--- src/rtl/instr_prefetch_buffer_if.sv ---
// Bundle of the fetch-side memory bus, the core-side instruction handshake and
// the redirect request. Modport master is the prefetch buffer, slave is its environment.
interface instr_prefetch_buffer_if #(
  parameter int DATA_WIDTH = 32,
  parameter int ADDR_WIDTH = 32
);
  logic                  mem_req_o;
  logic [ADDR_WIDTH-1:0] mem_addr_o;
  logic                  mem_gnt_i;
  logic                  mem_rvalid_i;
  logic [DATA_WIDTH-1:0] mem_rdata_i;
  logic                  instr_valid_o;
  logic                  instr_ready_i;
  logic [DATA_WIDTH-1:0] instr_o;
  logic [ADDR_WIDTH-1:0] instr_pc_o;
  logic                  redirect_i;
  logic [ADDR_WIDTH-1:0] redirect_pc_i;

  modport master (
    output mem_req_o, mem_addr_o, instr_valid_o, instr_o, instr_pc_o,
    input  mem_gnt_i, mem_rvalid_i, mem_rdata_i, instr_ready_i, redirect_i, redirect_pc_i
  );

  modport slave (
    input  mem_req_o, mem_addr_o, instr_valid_o, instr_o, instr_pc_o,
    output mem_gnt_i, mem_rvalid_i, mem_rdata_i, instr_ready_i, redirect_i, redirect_pc_i
  );
endinterface

--- src/rtl/instr_prefetch_buffer.sv ---
// Sequential instruction prefetcher with a DEPTH-entry in-order FIFO and redirect flush.
// Optional macro PREFETCH_STALL_CNT_EN adds stall_cnt_o (cycles the core waited on an empty buffer).
module instr_prefetch_buffer #(
  parameter int                    DATA_WIDTH = 32,
  parameter int                    ADDR_WIDTH = 32,
  parameter int                    DEPTH      = 4,
  parameter logic [ADDR_WIDTH-1:0] RESET_PC   = '0
) (
  input  logic                     clk_i,
  input  logic                     reset_ni,
`ifdef PREFETCH_STALL_CNT_EN
  output logic [31:0]              stall_cnt_o,
`endif
  instr_prefetch_buffer_if.master  bus
);
  localparam int PW = $clog2(DEPTH);
  localparam int CW = PW + 1;

  typedef enum logic {RUN, DRAIN} state_t;

  state_t                r_state, w_state_nxt;
  logic                  w_drop;
  logic                  r_req;
  logic [ADDR_WIDTH-1:0] r_addr;
  logic [ADDR_WIDTH-1:0] r_fetch_pc;
  logic [ADDR_WIDTH-1:0] r_resp_pc;
  logic [DATA_WIDTH-1:0] r_data [DEPTH];
  logic [ADDR_WIDTH-1:0] r_pc   [DEPTH];
  logic [PW-1:0]         r_wptr, r_rptr;
  logic [CW-1:0]         r_count, r_outst, r_discard;

  logic                  w_grant, w_push, w_pop, w_valid, w_req_nxt;
  logic [ADDR_WIDTH-1:0] w_tgt, w_fetch_nxt;
  logic [CW-1:0]         w_count_nxt, w_outst_nxt, w_discard_nxt;

  assign w_valid = (r_count != '0);
  assign w_grant = r_req & bus.mem_gnt_i;
  assign w_tgt   = bus.redirect_pc_i & ~ADDR_WIDTH'(3);
  assign w_push  = bus.mem_rvalid_i & ~bus.redirect_i & ~w_drop;
  // A pop in the redirect cycle is swallowed by the flush.
  assign w_pop   = w_valid & bus.instr_ready_i & ~bus.redirect_i;

  assign w_outst_nxt = r_outst + CW'(w_grant) - CW'(bus.mem_rvalid_i);
  assign w_count_nxt = bus.redirect_i ? '0 : (r_count + CW'(w_push) - CW'(w_pop));
  assign w_fetch_nxt = bus.redirect_i ? w_tgt
                     : (w_grant ? r_fetch_pc + ADDR_WIDTH'(4) : r_fetch_pc);
  // Registered request reflects next cycle's occupancy so the cap is never exceeded.
  assign w_req_nxt   = ({1'b0, w_count_nxt} + {1'b0, w_outst_nxt}) < (CW+1)'(DEPTH);

  // Everything still in flight after a redirect is stale, including a same-cycle grant.
  always_comb begin
    w_discard_nxt = r_discard;
    if (bus.redirect_i)
      w_discard_nxt = w_outst_nxt;
    else if (bus.mem_rvalid_i && w_drop)
      w_discard_nxt = r_discard - CW'(1);
  end

  always_ff @(posedge clk_i or negedge reset_ni) begin
    if (!reset_ni) r_state <= RUN;
    else           r_state <= w_state_nxt;
  end

  always_comb begin
    w_state_nxt = r_state;
    case (r_state)
      RUN:     if (w_discard_nxt != '0) w_state_nxt = DRAIN;
      DRAIN:   if (w_discard_nxt == '0) w_state_nxt = RUN;
      default: w_state_nxt = RUN;
    endcase
  end

  always_comb begin
    w_drop = (r_state == DRAIN);
  end

  always_ff @(posedge clk_i or negedge reset_ni) begin
    if (!reset_ni) begin
      r_req      <= 1'b0;
      r_addr     <= RESET_PC;
      r_fetch_pc <= RESET_PC;
      r_resp_pc  <= RESET_PC;
      r_wptr     <= '0;
      r_rptr     <= '0;
      r_count    <= '0;
      r_outst    <= '0;
      r_discard  <= '0;
    end else begin
      r_req      <= w_req_nxt;
      r_addr     <= w_fetch_nxt;
      r_fetch_pc <= w_fetch_nxt;
      r_count    <= w_count_nxt;
      r_outst    <= w_outst_nxt;
      r_discard  <= w_discard_nxt;
      if (bus.redirect_i) begin
        r_resp_pc <= w_tgt;
        r_wptr    <= '0;
        r_rptr    <= '0;
      end else begin
        if (w_push) begin
          r_resp_pc <= r_resp_pc + ADDR_WIDTH'(4);
          r_wptr    <= r_wptr + PW'(1);
        end
        if (w_pop) r_rptr <= r_rptr + PW'(1);
      end
    end
  end

  always_ff @(posedge clk_i or negedge reset_ni) begin
    if (!reset_ni) begin
      for (int i = 0; i < DEPTH; i++) begin
        r_data[i] <= '0;
        r_pc[i]   <= '0;
      end
    end else if (w_push) begin
      r_data[r_wptr] <= bus.mem_rdata_i;
      r_pc[r_wptr]   <= r_resp_pc;
    end
  end

  assign bus.mem_req_o     = r_req;
  assign bus.mem_addr_o    = r_addr;
  assign bus.instr_valid_o = w_valid;
  assign bus.instr_o       = r_data[r_rptr];
  assign bus.instr_pc_o    = r_pc[r_rptr];

`ifdef PREFETCH_STALL_CNT_EN
  logic [31:0] r_stall_cnt;
  always_ff @(posedge clk_i or negedge reset_ni) begin
    if (!reset_ni)
      r_stall_cnt <= '0;
    else if (bus.instr_ready_i && !w_valid && !(&r_stall_cnt))
      r_stall_cnt <= r_stall_cnt + 32'd1;
  end
  assign stall_cnt_o = r_stall_cnt;
`endif

  a_occupancy_cap: assert property (@(posedge clk_i) disable iff (!reset_ni)
    ({1'b0, r_count} + {1'b0, r_outst}) <= (CW+1)'(DEPTH));
  a_no_orphan_rvalid: assert property (@(posedge clk_i) disable iff (!reset_ni)
    bus.mem_rvalid_i |-> (r_outst != '0));
endmodule

--- src/flat_wrapper.sv ---
// flat-port wrapper written by rule: the top's interface ports become plain ports
module instr_prefetch_buffer_flat 
#(
  parameter int                    DATA_WIDTH = 32,
  parameter int                    ADDR_WIDTH = 32,
  parameter int                    DEPTH      = 4,
  parameter logic [ADDR_WIDTH-1:0] RESET_PC   = '0
)
  (clk_i, reset_ni, bus_mem_req_o, bus_mem_addr_o, bus_instr_valid_o, bus_instr_o, bus_instr_pc_o, bus_mem_gnt_i, bus_mem_rvalid_i, bus_mem_rdata_i, bus_instr_ready_i, bus_redirect_i, bus_redirect_pc_i);
  instr_prefetch_buffer_if #(.DATA_WIDTH(DATA_WIDTH), .ADDR_WIDTH(ADDR_WIDTH)) bus_i ();
  input  logic clk_i;
  input  logic reset_ni;
  output wire logic [$bits(bus_i.mem_req_o)-1:0] bus_mem_req_o;
  output wire logic [$bits(bus_i.mem_addr_o)-1:0] bus_mem_addr_o;
  output wire logic [$bits(bus_i.instr_valid_o)-1:0] bus_instr_valid_o;
  output wire logic [$bits(bus_i.instr_o)-1:0] bus_instr_o;
  output wire logic [$bits(bus_i.instr_pc_o)-1:0] bus_instr_pc_o;
  input wire logic [$bits(bus_i.mem_gnt_i)-1:0] bus_mem_gnt_i;
  input wire logic [$bits(bus_i.mem_rvalid_i)-1:0] bus_mem_rvalid_i;
  input wire logic [$bits(bus_i.mem_rdata_i)-1:0] bus_mem_rdata_i;
  input wire logic [$bits(bus_i.instr_ready_i)-1:0] bus_instr_ready_i;
  input wire logic [$bits(bus_i.redirect_i)-1:0] bus_redirect_i;
  input wire logic [$bits(bus_i.redirect_pc_i)-1:0] bus_redirect_pc_i;
  assign bus_mem_req_o = bus_i.mem_req_o;
  assign bus_mem_addr_o = bus_i.mem_addr_o;
  assign bus_instr_valid_o = bus_i.instr_valid_o;
  assign bus_instr_o = bus_i.instr_o;
  assign bus_instr_pc_o = bus_i.instr_pc_o;
  assign bus_i.mem_gnt_i = bus_mem_gnt_i;
  assign bus_i.mem_rvalid_i = bus_mem_rvalid_i;
  assign bus_i.mem_rdata_i = bus_mem_rdata_i;
  assign bus_i.instr_ready_i = bus_instr_ready_i;
  assign bus_i.redirect_i = bus_redirect_i;
  assign bus_i.redirect_pc_i = bus_redirect_pc_i;
  instr_prefetch_buffer #(.DATA_WIDTH(DATA_WIDTH), .ADDR_WIDTH(ADDR_WIDTH), .DEPTH(DEPTH), .RESET_PC(RESET_PC)) u_core (.clk_i(clk_i), .reset_ni(reset_ni), .bus(bus_i));
endmodule
--- config.mk ---
export PLATFORM = sky130hd
export DESIGN_NAME = instr_prefetch_buffer_flat
export DESIGN_NICKNAME = d
export VERILOG_FILES = /design/src/rtl/instr_prefetch_buffer_if.sv /design/src/rtl/instr_prefetch_buffer.sv /design/src/flat_wrapper.sv
export SDC_FILE = /design/constraint.sdc
export NUM_CORES = 1
export LEC_CHECK = 0
export CORE_MARGIN = 2
export CORE_UTILIZATION = 51
export DETAILED_ROUTE_END_ITERATION = 8
export GPL_ROUTABILITY_DRIVEN = 0
export HOLD_SLACK_MARGIN = 0.03
export PLACE_DENSITY = 0.81
export SLEW_MARGIN = 20
export SYNTH_ARGS = -nofsm -noshare
export SYNTH_HDL_FRONTEND = slang
export SYNTH_SLANG_ARGS = --single-unit
--- constraint.sdc ---
create_clock -name clk_i -period 2.55 [get_ports clk_i]
set_input_delay 0.51 -clock clk_i [delete_from_list [all_inputs] [get_ports clk_i]]
set_output_delay 0.51 -clock clk_i [all_outputs]
set_load 0.05 [all_outputs]
==> out/summary.txt <==
Startpoint types - register
Arrival @ worst endpoint - 3.22 ns
H-tree Lvls - 2
Fill cells - 2,020
Internal - 13,100 µW
Fraction of layout cells with a size suffix above 1 - 0.422
Number of synthesized flops with an enable pin - 0
Antenna diodes - 0
Root buf cell - clkbuf_16
Non-Filler Instances - 1,660
Fmax - 358 MHz
Register area share after synthesis - 0.536
HPWL Detailed - 22.7 mm
Slew Limit Fails - 0
Crit path kind - register to register
Drt wl/cell - 21.1 µm
Synth top area share - 0.536
Initial Utilization - 0.521
CTS buffer count - 36
Top cells by area, synth - dfrtp_1 (54%), mux2_2 (20%), mux4_2 (9.3%)
Syn. warnings - 0
Antenna violations before repair - 0
Worst vdd ir - 0.929 mV
LEAKAGE - 0.00831 µW
CTS Sinks - 323
Comb pwr share - 0.416
Via/cell ratio - 5.83
Endpoints failing setup - 8
I/O pin count - 168
Clk network pwr share - 0.245
Final worst-path cycle share - 1.10
Worst setup margin - -0.247 ns
CTS tree - yes
WP data required - 2.97 ns
Starting DRT DRC Count - 676
Fin. Hold Viols - 0
Cell Area, Synth - 0.0151 mm²
Area occupied by multi-input gates - 0.00660 mm²
Max-Cap Viols - 0
Pin count of the biggest net entering global routing - 70
Total Die Area - 0.0310 mm²
Number of core rows - 62
Clock period minus final worst setup slack - 2.80 ns
Synth Register Bits - 323
Asr flop ratio synth - 1.00
Die H - 176 µm
First-pass GRT wire length - 56.7 mm
GRT Residual Overflow - 0
DRT antenna net count - 0
Count leader, synth - dfrtp_1
Total length of routed wires - 35.0 mm
Mapped Cells - 1,063
Least-Margin Pin Slew - 0.583 ns
Vias - 9,681
Sequential Power Share - 0.339
Core ar. - 0.0289 mm²
Distinct cells, synth - 57
# nets final - 1,335
Design area - 0.0188 mm²
Vias in the first global route - 10,300
Clk_skew - 0.0192 ns
Switching part of the total - 0.366
Synth cell count leaders - dfrtp_1 (323), mux2_2 (266), mux4_2 (62)
Total Routing Usage GR - 0.231
Violated checks - negative setup slack
Chip width - 176 µm
Syn avg cell area - 14.2 µm²
Cell total after placement - 1,584
Hold WC Path Type - register to register
Setup TNS - -0.357 ns
Cell taking the most area after synthesis - dfrtp_1
Worst-skew pair later-pin latency - 0.52 ns
Crit end category - register
PwrDens - 1100 mW/mm²
Storage cell area - 0.00809 mm²
Synth Flop Type - dfrtp_1
Slew headroom - 0.611
DP Area - 0.0173 mm²
Port Buffers - 161
Status - finished with violations
RSZ-0062 raised after global routing - yes
Clk buf depth - 3
CP Max Fanout - 2
P&R area growth vs syn - 24.9%
Router iterations before antenna repair - 5
Psw - 7590 µW
DRC viols - 0
Worst slack at placement - -0.591 ns
Clk slew on worst S/H paths - 0.06 ns
Final total power - 20,700 µW
==> cell type report <==
type	instances	share of cell area
clock buffer	53	0.0571
inverter	20	0.00399
multi-input combinational	643	0.350
timing repair buffer	226	0.129
sequential	323	0.429
tap	384	0.0255
clock inverter	11	0.00498
==> per-layer routing <==
metal | track usage | share of wire | up-vias
li1 | - | - | 4345
met1 | 0.320 | 0.44 | 5060
met2 | 0.385 | 0.50 | 227
met3 | 0.0379 | 0.044 | 49
met4 | 0.0610 | 0.021 | 0
met5 | 0 | 0 | -
==> state kept, by name, summed over array words and instances (netlist names) <==
register               flops
u_core.r_rptr              2
u_core.r_count             3
u_core.r_state             1
u_core.r_pc              120
u_core.r_wptr              2
u_core.bus.mem_addr_o     30
u_core.bus.mem_req_o       1
u_core.r_resp_pc          30
u_core.r_outst             3
u_core.r_data            128
u_core.r_discard           3
==> final timing paths <==
path                                                  start                        endpoint  slack, ns  cells past startpoint
worst max register to register  u_core.r_count[2]$_DFF_PN0_  u_core.bus.mem_req_o$_DFF_PN0_      -0.25                     13
worst min register to register  u_core.r_pc[99]$_DFFE_PN0P_     u_core.r_pc[99]$_DFFE_PN0P_       0.50                      1
max in group asynchronous                          reset_ni    u_core.r_rptr[0]$_DFFE_PN0P_       1.13                      3
worst min-delay path            u_core.r_pc[99]$_DFFE_PN0P_     u_core.r_pc[99]$_DFFE_PN0P_       0.50                      1
worst max-delay path            u_core.r_count[2]$_DFF_PN0_  u_core.bus.mem_req_o$_DFF_PN0_      -0.25                     13
min in group asynchronous                          reset_ni      u_core.r_pc[4]$_DFFE_PN0P_       0.56                      2
==> power by group through the flow <==
stage               registers (µW)  clock network (µW)  logic (µW)
floorplan                     7040                   0        5480
global placement              7050                   0        7740
detailed placement            7120                   0        7870
CTS                           7020                5170        8480
global route                  7180                5400        9070
finish                        7030                5080        8620
==> through the flow <==
stage | hold WS (ns) | util
2_1_floorplan | 0.214 | -
3_3_place_gp | 0.484 | 0.596
3_5_place_dp | 0.490 | 0.596
4_1_cts | 0.504 | 0.647
5_1_grt | 0.510 | 0.651
6_report | 0.501 | 0.651
==> what timing repair did <==
action,CTS,global route
hold endpoints to repair,59,0
setup endpoints to repair,58,31
gates cloned,4,1
resized for setup,33,24
buffers inserted,6,1
pin swaps,1,0
hold buffers,1,0
==> logic make-up (layout without fill, tap and decap cells) <==
family | count (synthesis) | after routing | synth area share
fa+ha+maj | 15 | 15 | 0.0134
compound gates | 74 | 74 | 0.0351
simple gates | 188 | 188 | 0.0742
mux | 330 | 330 | 0.292
flops | 323 | 323 | 0.536
other cells | 1 | 4 | 0.000249
xor+xnor | 32 | 32 | 0.0186
buf+inv | 100 | 310 | 0.0301
==> worst max-delay path, stage by stage, from the launching register on <==
cell and delay (ns):
dfrtp_1 0.38, or3_4 0.39, nand2_2 0.07, nor2_1 0.04, ha_1 0.26, inv_1 0.06, ha_1 0.14, inv_1 0.05
fa_2 0.35, xnor2_2 0.16, nor2_2 0.06, ha_1 0.28, or3_1 0.30, a31oi_1 0.17
==> cell usage in the layout, fill, tap and decap left out, types with 7 or more instances in the layout <==
cell and instances:
and3_1 9, ha_1 12, mux2_2 266, o31a_1 8, and4_1 11, nor3_1 14
o31ai_1 11, xor2_1 11, nor4_1 11, clkdlybuf4s50_1 95, buf_12 19, nand3_1 15
or4_1 11, a211oi_1 8, nor2b_1 8, a31oi_1 17, dfrtp_1 321, nand2_1 14
nor2_1 31, a21oi_1 10, inv_1 19, buf_4 65, mux4_2 62, clkbuf_8 9
clkbuf_16 38, clkbuf_1 7, buf_6 33, nand4_1 19, xnor2_1 19, or3_1 8
Note: power is estimated with default switching activity, not from simulation.
